### config.mk
export PLATFORM = sky130hd
export DESIGN_NAME = fetch_unit
export DESIGN_NICKNAME = d
export VERILOG_FILES = /design/src/rtl/fetch_unit.sv
export SDC_FILE = /design/constraint.sdc
export NUM_CORES = 1
export LEC_CHECK = 0
export BUFFER_PORTS_ARGS = -buffer_cell sky130_fd_sc_hd__buf_4
export CAP_MARGIN = 15
export CELL_PAD_IN_SITES_DETAIL_PLACEMENT = 0
export CELL_PAD_IN_SITES_GLOBAL_PLACEMENT = 1
export CORE_UTILIZATION = 25
export CTS_BUF_LIST = sky130_fd_sc_hd__clkbuf_8
export DETAILED_ROUTE_END_ITERATION = 12
export GPL_TIMING_DRIVEN = 1
export PLACE_DENSITY = 0.5
export SYNTH_ARGS = -nofsm -noshare
export SYNTH_HDL_FRONTEND = slang
export SYNTH_SLANG_ARGS = --single-unit
### constraint.sdc
create_clock -name clk -period 4.3 [get_ports clk]
set_input_delay 0.645 -clock clk [delete_from_list [all_inputs] [get_ports clk]]
set_output_delay 0.645 -clock clk [all_outputs]
set_load 0.02 [all_outputs]
### src/rtl/fetch_unit.sv
// PC register and fetch stage: drives instrmem, queues {pc, instr} toward decode, applies branch redirects.
// Optional performance counters (fetch_cnt, flush_cnt) are built when FETCH_PERF_EN is defined.
module fetch_unit #(
    parameter int                    DATA_WIDTH   = 32,
    parameter logic [DATA_WIDTH-1:0] RESET_VECTOR = '0,
    parameter int                    QDEPTH       = 2
) (
    input  logic                  clk,
    input  logic                  rst,
    output logic [DATA_WIDTH-1:0] pc,
    input  logic [DATA_WIDTH-1:0] instr_in,
    input  logic                  stall,
    output logic [DATA_WIDTH-1:0] instr,
    output logic [DATA_WIDTH-1:0] pc_out,
    output logic                  valid_out,
    input  logic                  ready_in,
    input  logic                  PCsrc,
    input  logic [DATA_WIDTH-1:0] ImmOp
`ifdef FETCH_PERF_EN
    ,
    output logic [31:0]           fetch_cnt,
    output logic [31:0]           flush_cnt
`endif
);

    localparam int PTR_W = (QDEPTH > 1) ? $clog2(QDEPTH) : 1;
    localparam int CNT_W = $clog2(QDEPTH + 1);
    localparam logic [CNT_W-1:0] FULL_CNT = CNT_W'(QDEPTH);

    logic [DATA_WIDTH-1:0] q_pc    [QDEPTH];
    logic [DATA_WIDTH-1:0] q_instr [QDEPTH];
    logic [PTR_W-1:0]      head;
    logic [PTR_W-1:0]      tail;
    logic [CNT_W-1:0]      count;

    logic                  full;
    logic                  accept;
    logic                  redirect;
    logic                  push;
    logic signed [DATA_WIDTH-1:0] imm_s;
    logic signed [DATA_WIDTH-1:0] target_s;

    assign full      = (count == FULL_CNT);
    assign valid_out = (count != '0);
    assign accept    = valid_out & ready_in;
    assign redirect  = accept & PCsrc;
    assign push      = ~stall & ~redirect & (~full | accept);

    // Branch target is relative to the instruction being accepted, wrapping modulo 2^DATA_WIDTH.
    assign imm_s    = $signed(ImmOp);
    assign target_s = $signed(pc_out) + imm_s;

    assign instr  = q_instr[head];
    assign pc_out = q_pc[head];

    always_ff @(posedge clk or negedge rst) begin
        if (!rst) begin
            pc    <= RESET_VECTOR;
            head  <= '0;
            tail  <= '0;
            count <= '0;
            for (int i = 0; i < QDEPTH; i++) begin
                q_pc[i]    <= '0;
                q_instr[i] <= '0;
            end
        end else if (redirect) begin
            pc    <= $unsigned(target_s);
            head  <= '0;
            tail  <= '0;
            count <= '0;
        end else begin
            if (push) begin
                q_pc[tail]    <= pc;
                q_instr[tail] <= instr_in;
                tail          <= tail + PTR_W'(1);
                pc            <= pc + DATA_WIDTH'(4);
            end
            if (accept) begin
                head <= head + PTR_W'(1);
            end
            count <= count + CNT_W'(push) - CNT_W'(accept);
        end
    end

`ifdef FETCH_PERF_EN
    function automatic logic [31:0] sat_add(input logic [31:0] a, input logic [31:0] b);
        logic [32:0] s;
        s = {1'b0, a} + {1'b0, b};
        return s[32] ? 32'hFFFF_FFFF : s[31:0];
    endfunction

    // The accepted head is consumed, not discarded, so a flush drops count-1 entries.
    always_ff @(posedge clk or negedge rst) begin
        if (!rst) begin
            fetch_cnt <= '0;
            flush_cnt <= '0;
        end else begin
            if (push) begin
                fetch_cnt <= sat_add(fetch_cnt, 32'd1);
            end
            if (redirect) begin
                flush_cnt <= sat_add(flush_cnt, 32'(count - CNT_W'(1)));
            end
        end
    end
`endif

endmodule

==> results by stage, run 1 <==
Status:
- The run finished with clean final reports.

CTS:
- The CTS tree is done.
- The count of H-tree levels built during CTS is 4.
- Clock-pin slew was measured on the worst setup and hold paths at 100 ps.
- The root buffer cell chosen for the clock tree is clkbuf_8.
- The total number of clock tree sinks is 164.
- The clock network latency to the later pin of the worst-skew pair is 490 ps.
- The worst-case clock buffer depth is 2.
- Buffers inserted during clock tree synthesis total 17.
- The count of instances resized after the clock tree is built is 0.
- The number of buffers inserted for hold repair after clock tree synthesis is 0.
- After clock tree synthesis, the setup repair step added 0 buffers.

Flow run:
- The number of max-cap violations is 0.

Layout:
- The number of antenna diodes in the final layout is 0.
- The fraction of final layout cells sized beyond drive strength 1 is 0.408.
- The final layout net count is 1082.
- The area growth from synthesis to layout is 23.8%.

Route:
- The remaining antenna violation count is 0.
- The initial DRC count is 257.
- The via density per instance is 4.72.
- The number of design rule violations left after detail routing is 0.
- The routed length per instance is 19.3 µm.
- The number of detailed-route iterations in the first pass is 4.
- The routed design has between 20 and 30 mm of wire.
- Across all layers, the routed design uses 6858 vias.

Timing:
- Setup repair after global routing left no endpoint under its margin.
- Setup violations remaining at the end of the flow were counted as 0.
- In the final timing run, aggregate negative setup slack is 0 ps.
- The time the worst path needs with I/O delays and setup is 3540 ps.
- The relative slew slack is 0.545.
- Once routing completed, OpenROAD measured the worst setup slack at between 700 and 800 ps.
- The post-route fraction of the period consumed by the critical path is 0.822.
- The count of endpoints failing hold in the final timing report was 0.
- At the pin with the least slew margin, the transition time is 683 ps.
- The setup skew after layout is 15.3 ps.
- The final number of max-transition violations is 0.
- The highest attainable clock frequency is ~280 MHz.

Yosys:
- The area of the mapped netlist is 9200 µm².
- The number of flops mapped to enable cells by yosys is 0.
- The share of synthesized flip-flops with an asynchronous set or reset is 1.00.
- The register bit total from synthesis is 164.
- The proportion of synthesized chip area in sequential cells is 0.446.
- Of the post-synthesis cell area, the dominant cell type holds 0.446.
- Averaged over all synthesized cells, the footprint is roughly 11 µm².
- By count the netlist is led by mux2_2, dfrtp_1, nand2_1.
- The post-synthesis instance total is 818.
- After synthesis, the cell types taking the most area are dfrtp_1, mux2_2, ha_1.
- The synthesized netlist net count is just over 900.
- The cell taking the most area after synthesis is dfrtp_1.
- Among all flip-flop cells after synthesis, the most frequent one is dfrtp_1.
- Yosys printed 0 warnings.
- mux2_2 is the most common cell in the netlist.
- The unique cell type count in the Yosys netlist is 65.

Floorplanning:
- The die covers 37600 µm².
- For this design the top-level I/O count stands at 166.
- The number of rows created at floorplan is 69.
- The region available for standard cell placement spans about 36000 µm².
- The floorplan step set the die height to 194 µm.
- The initial cell density of the core is 0.256.
- The die is 194 µm wide.

Power and ir drop:
- VDD sags by at most 0.000277 V.
- The total power density per cell area is 888 nW/µm².
- The leakage power summed over all cells is between 4 and 5 nW.

Critical path:
- The startpoint type of the worst setup path is a flop.
- The worst path arrival time is 3890 ps.
- Along the worst path, the maximum fanout reaches 26.
- The flop-to-flop setup slack is roughly 760 ps.
- The critical path is of the flop to flop type.
- STA classifies the critical path endpoint as a flop.
- For the worst setup path, the data required time is between 4000 and 5000 ps.

Global route:
- The number of global-route vias before repair is ~7.2k.
- For this run, the total global-route usage over all layers was measured as 0.153.
- For this run the aggregate overflow at the end of global routing stands at 0.
- The number of antenna violations at the first check in global routing is 0.
- The global-route wire length before repair is between 40 and 50 mm.
- The pin count of the biggest net entering global routing is 65.

Worst hold path:
- The min-delay analysis places its worst path in the category input pin to async pin.

Placed design:
- The count of buffers added on input and output ports is 165.
- The HPWL after detailed placement is 20.0 mm.
- OpenSTA, run right after detailed placement, puts the worst setup slack at 757 ps.
- The global placement routability congestion is 0.793.
-- area by class of cell --
| class | instances | area (µm²) |
|---|---|---|
| Fill cell | 3718 | 24500 |
| Multi-Input combinational cell | 609 | 4890 |
| Sequential cell | 164 | 4110 |
| Timing Repair Buffer | 177 | 1370 |
| Tap cell | 461 | 577 |
| Clock buffer | 18 | 248 |
| Clock inverter | 14 | 164 |
| Inverter | 9 | 33.8 |
-- final timing paths --
kind                       cells past startpoint                 endpoint                  from
max reg2reg                                    9       pc[31]$_DFFE_PN0P_      head$_DFFE_PN0P_
min reg2reg                                    1     q_pc[52]$_DFFE_PN0P_  q_pc[52]$_DFFE_PN0P_
min                                            1       pc[24]$_DFFE_PN0P_                   rst
max                                            9       pc[31]$_DFFE_PN0P_      head$_DFFE_PN0P_
min in group clk                               2  q_instr[31]$_DFFE_PN0P_          instr_in[31]
max in group asynchronous                      2  q_instr[57]$_DFFE_PN0P_                   rst
-- sequential cells by signal, indices dropped and copies added, names as in the netlist --
name     flops
count        2
head         1
pc          32
q_instr     64
q_pc        64
tail         1
-- critical path: stages, from the launching register on --
cell and delay, ps:
dfrtp_4 720, mux2_2 410, ha_1 390, a21oi_1 300
o21ai_0 270, a2111o_1 400, o22a_2 260, a311o_1 370
xnor3_1 210, a21oi_1 60
-- kinds of logic (layout without fill, tap and decap cells) --
family                   after synthesis  in the layout  share of synthesized area
AO/OA/AOI/OAI                        134            134                     0.0897
XOR/XNOR                              56             56                     0.0548
adder cells (fa/ha/maj)               35             35                     0.0484
buffers and inverters                 45            218                     0.0234
flip-flops                           164            164                      0.446
multiplexers                         195            195                      0.238
AND/OR/NAND/NOR                      189            189                     0.0995
-- through the flow --
stage	util	hold WS, ps	instance area, µm²	power (mW)	std cells
3_5_place_dp	0.306	473	11000	8.97	1420
5_1_grt	0.317	162	11400	10.9	1452
3_3_place_gp	0.306	464	11000	8.97	1420
2_1_floorplan	-	349	9200	6.83	818
6_report	0.317	149	11400	10.1	1452
4_1_cts	0.317	136	11400	10.3	1452
-- metal layers --
metal / track usage / part of all wire
met3: 0.0289 / 0.036
met5: 0 / 0
met4: 0.0400 / 0.011
met1: 0.213 / 0.49
met2: 0.241 / 0.46
-- power by group --
part	switching, mW	internal, mW	total, mW
Clock	0.681	0.549	1.23
Combinational	3.19	2.76	5.94
Sequential	0.634	2.31	2.94
Total	4.50	5.61	10.1
-- cells in the final DEF, fill, tap and decap left out, drive strengths merged, types with 6 or more instances in the layout --
cell and n:
mux2 192, buf 177, dfrtp 164, nand2 65, a21oi 45, o21ai 42, nor2 39, ha 34
xnor2 30, xor2 25, nand3 21, clkbuf 18, inv 16, nand4 11, nor3 11, and3 8
and2 7, nor4 6, a21o 6, a211oi 6
(Power assumes the default switching activity.)
==> inputs of run 2 (changes only) <==
PLACE_DENSITY = 0.52   (was 0.5)
clock period = 2.9 ns   (was 4.3 ns; I/O delays follow)
==> run 2 against run 1 <==
The flow now finishes with violations (setup timing). Register-to-register slack got worse by 850 ps. Combinational power increased by 90%. Routed wire length increased by 2.8%. Largest cell class unchanged.
==> results by stage, run 2 (synthesis gave the netlist of run 1 again) <==
Layout:
- Counting the fill cells in the layout gives 3660.
- The count of antenna diodes in the layout is 0.
- The fraction of final layout cells sized beyond drive strength 1 is 0.529.
- Registers take slightly above 4000 µm².
- The area growth from synthesis to layout is 39.2%.
- The final layout net count is 1196.
- In the final layout, the registers with the most flip-flops are q_instr (64), q_pc (64), pc (32).
- Summing all multi-input logic gate instances after layout gives 5410 µm².
- Leaving out fill and tap cells, the most frequent cells in the layout are buf_4, mux2_2, dfrtp_1, nand2_1, nor2_1.
- The library cell used most frequently in the layout, excluding fill and tap cells, is buf_4.

Critical path:
- Data arrives at the worst endpoint at 3370 ps.
- The critical path is of the flop to flop type.
- The data required time at the worst endpoint is 3280 ps.
- The nature of the critical path endpoint is a flop.
- Of all nets on the critical path, the largest fanout is 6.
- The startpoint type of the worst setup path is a flop.

Route:
- After the first detailed-routing iteration, the DRC count stood at 234.
- For this run, design rule violations remaining after detail routing come to 0.
- The final routed wirelength across all metal layers is 28.8 mm.
- After detailed routing, the average wire length per cell comes to 18.4 µm.
- The remaining antenna violation count is 0.
- Before antenna repair, the detailed router went through 4 iterations.
- The overall via count from detail_route is 7259.
- The via density per instance is 4.64.

Power and ir drop:
- The fraction of power consumed by the clock network is 0.097.
- The sequential share of power is 0.249.
- The leakage power summed over all cells is 5.51 nW.
- The total power density per cell area is 1340 nW/µm².
- The fraction of power consumed by combinational cells is 0.655.
- The internal power of the cells totals 9.81 mW.
- The worst IR drop on VDD is 0.000494 V.
- In this run the power spent charging and discharging nets is 7.42 mW.
- Of the total power, the share spent switching nets is 0.431.

Timing:
- The time the worst path needs with I/O delays and setup is 2980 ps.
- The final number of max-transition violations is 0.
- The setup total negative slack is -283 ps.
- Clock skew on the completed layout was measured at approximately 24 ps.
- The final count of negative-setup-slack endpoints is 5.
- The post-route fraction of the period consumed by the critical path is 1.03.
- In this run the tightest slew margin relative to its limit is 0.442.
- Setup slack on the critical path of the routed design comes to -83.3 ps.
- Static timing analysis puts the maximum clock frequency at between 300 and 400 MHz.
- The slew at the pin with the worst max-slew slack is between 800 and 900 ps.
- Setup repair after global routing could not meet its margin everywhere.
- The count of endpoints failing hold in the final timing report was 0.

Global route:
- The number of antenna violations at the first check in global routing is 0.
- The global-route wire length before repair is 45.6 mm.
- Across every metal layer, demand over resource in global routing totals 0.158.
- The number of global-route vias before repair is 7763.
- The total congestion overflow is 0.
- Entering global routing, the biggest net connects 65 pins.

Status:
- The checks that failed: setup timing.
- The flow ran to the end, but the final reports show violations.

CTS:
- The clock transition at the registers of the reported paths is ~110 ps.
- Counting the buffers created by CTS gives 17.
- The clock network latency to the later pin of the worst-skew pair is about 500 ps.
- Counting along the longest clock path gives a buffer depth of 2.
- CTS built an H-tree with a depth of 4.
- The root buffer selected by CTS is clkbuf_8.
- TritonCTS built the clock tree.
- CTS saw 164 sinks.

Placed design:
- The count of buffers added on input and output ports is roughly 170.
- At the end of routability-driven placement, the weighted congestion stood at between 0.8 and 0.9.
- At the placement stage, the worst setup path has a slack of -188 ps.
- After legalization and detailed placement, the total HPWL measured 21.3 mm.

Floorplanning:
- The floorplan step set the die width to 194 µm.
- The die covers 37600 µm².
- In this run the count of I/O pins placed on the die edge is ~170.
- In this run the vertical extent of the chip is 194 µm.
- The total area inside the core boundary comes to 35900 µm².
- The number of rows created at floorplan is just under 70.
- For this configuration, the core starts out at a cell density of 0.256.

Flow run:
- Max-cap violations in this run came to 0.

Worst hold path:
- The worst hold path belongs to the class input pin to flop.
-- run 2: cell count changes in the layout (fill, tap and decap cells not counted), moves of 10 or more --
cell     change
ha_4        +16
a21oi_1     -17
o21ai_1     +12
mux2_2      -10
ha_1        -18
mux2_4      +10
buf_4      +103
a21oi_2     +14
o21ai_0     -14
-- run 2: layout make-up --
| type | instances | area share |
|---|---|---|
| sequential | 164 | 0.321 |
| inverter | 9 | 0.00264 |
| clock inverter | 15 | 0.0109 |
| multi-input combinational | 609 | 0.422 |
| clock buffer | 17 | 0.0183 |
| timing repair buffer | 291 | 0.180 |
| tap | 461 | 0.0450 |
-- run 2: per-stage QoR --
| step | instance area (µm²) | std cells | power [mW] | utilization | hold slack, ps |
|---|---|---|---|---|---|
| 3_3_place_gp | 11900 | 1528 | 14.8 | 0.332 | 469 |
| 6_report | 12800 | 1566 | 17.2 | 0.357 | 168 |
| 2_1_floorplan | 9340 | 818 | 10.4 | - | 139 |
| 3_5_place_dp | 11900 | 1528 | 14.8 | 0.332 | 466 |
| 5_1_grt | 12800 | 1566 | 18.6 | 0.357 | 117 |
| 4_1_cts | 12700 | 1567 | 17.2 | 0.352 | 122 |
-- run 2: layer usage --
layer / share of wire / global-route usage
met3: 0.033 / 0.0308
met4: 0.0090 / 0.0364
met5: 0 / 0
met2: 0.47 / 0.258
met1: 0.49 / 0.216
-- run 2: path summary, 6_finish.rpt --
path / slack [ps] / end / startpoint / depth (start not counted)
max reg2reg: -80 / pc[24]$_DFFE_PN0P_ / head$_DFFE_PN0P_ / 12
min reg2reg: 500 / q_pc[51]$_DFFE_PN0P_ / q_pc[51]$_DFFE_PN0P_ / 1
max: -80 / pc[24]$_DFFE_PN0P_ / head$_DFFE_PN0P_ / 12
min: 170 / q_instr[6]$_DFFE_PN0P_ / instr_in[6] / 2
max in group asynchronous: 1630 / q_instr[24]$_DFFE_PN0P_ / rst / 3
min in group asynchronous: 480 / q_instr[58]$_DFFE_PN0P_ / rst / 2
-- run 2: power groups by stage --
stage | Sequential (mW) | Clock, mW | Combinational (mW)
final | 4.28 | 1.67 | 11.3
after CTS | 4.29 | 1.76 | 11.1
after detailed placement | 4.35 | 0 | 10.4
after global routing | 4.47 | 1.84 | 12.2
after global placement | 4.32 | 0 | 10.5
after floorplan | 4.29 | 0 | 6.06
-- run 2: worst max-delay path, cell delays in order, from the launching register on --
cell      delay [ps]
dfrtp_4          530
buf_12           150
buf_6            110
mux2_4           310
ha_4             220
o211ai_1         210
a21oi_2           70
or4_4            480
a21oi_2          170
buf_6            140
o41a_1           210
xor2_1           170
a21oi_1           80
-- run 2: repair_timing --
| item | in CTS | in global routing |
|---|---|---|
| resized for setup | 54 | 45 |
| cloned | 1 | 0 |
| endpoints found under the hold margin | 54 | 0 |
| setup buffers | 5 | 0 |
| hold buffers | 1 | 0 |
| setup endpoints to repair | 18 | 21 |
| pin swaps | 26 | 26 |
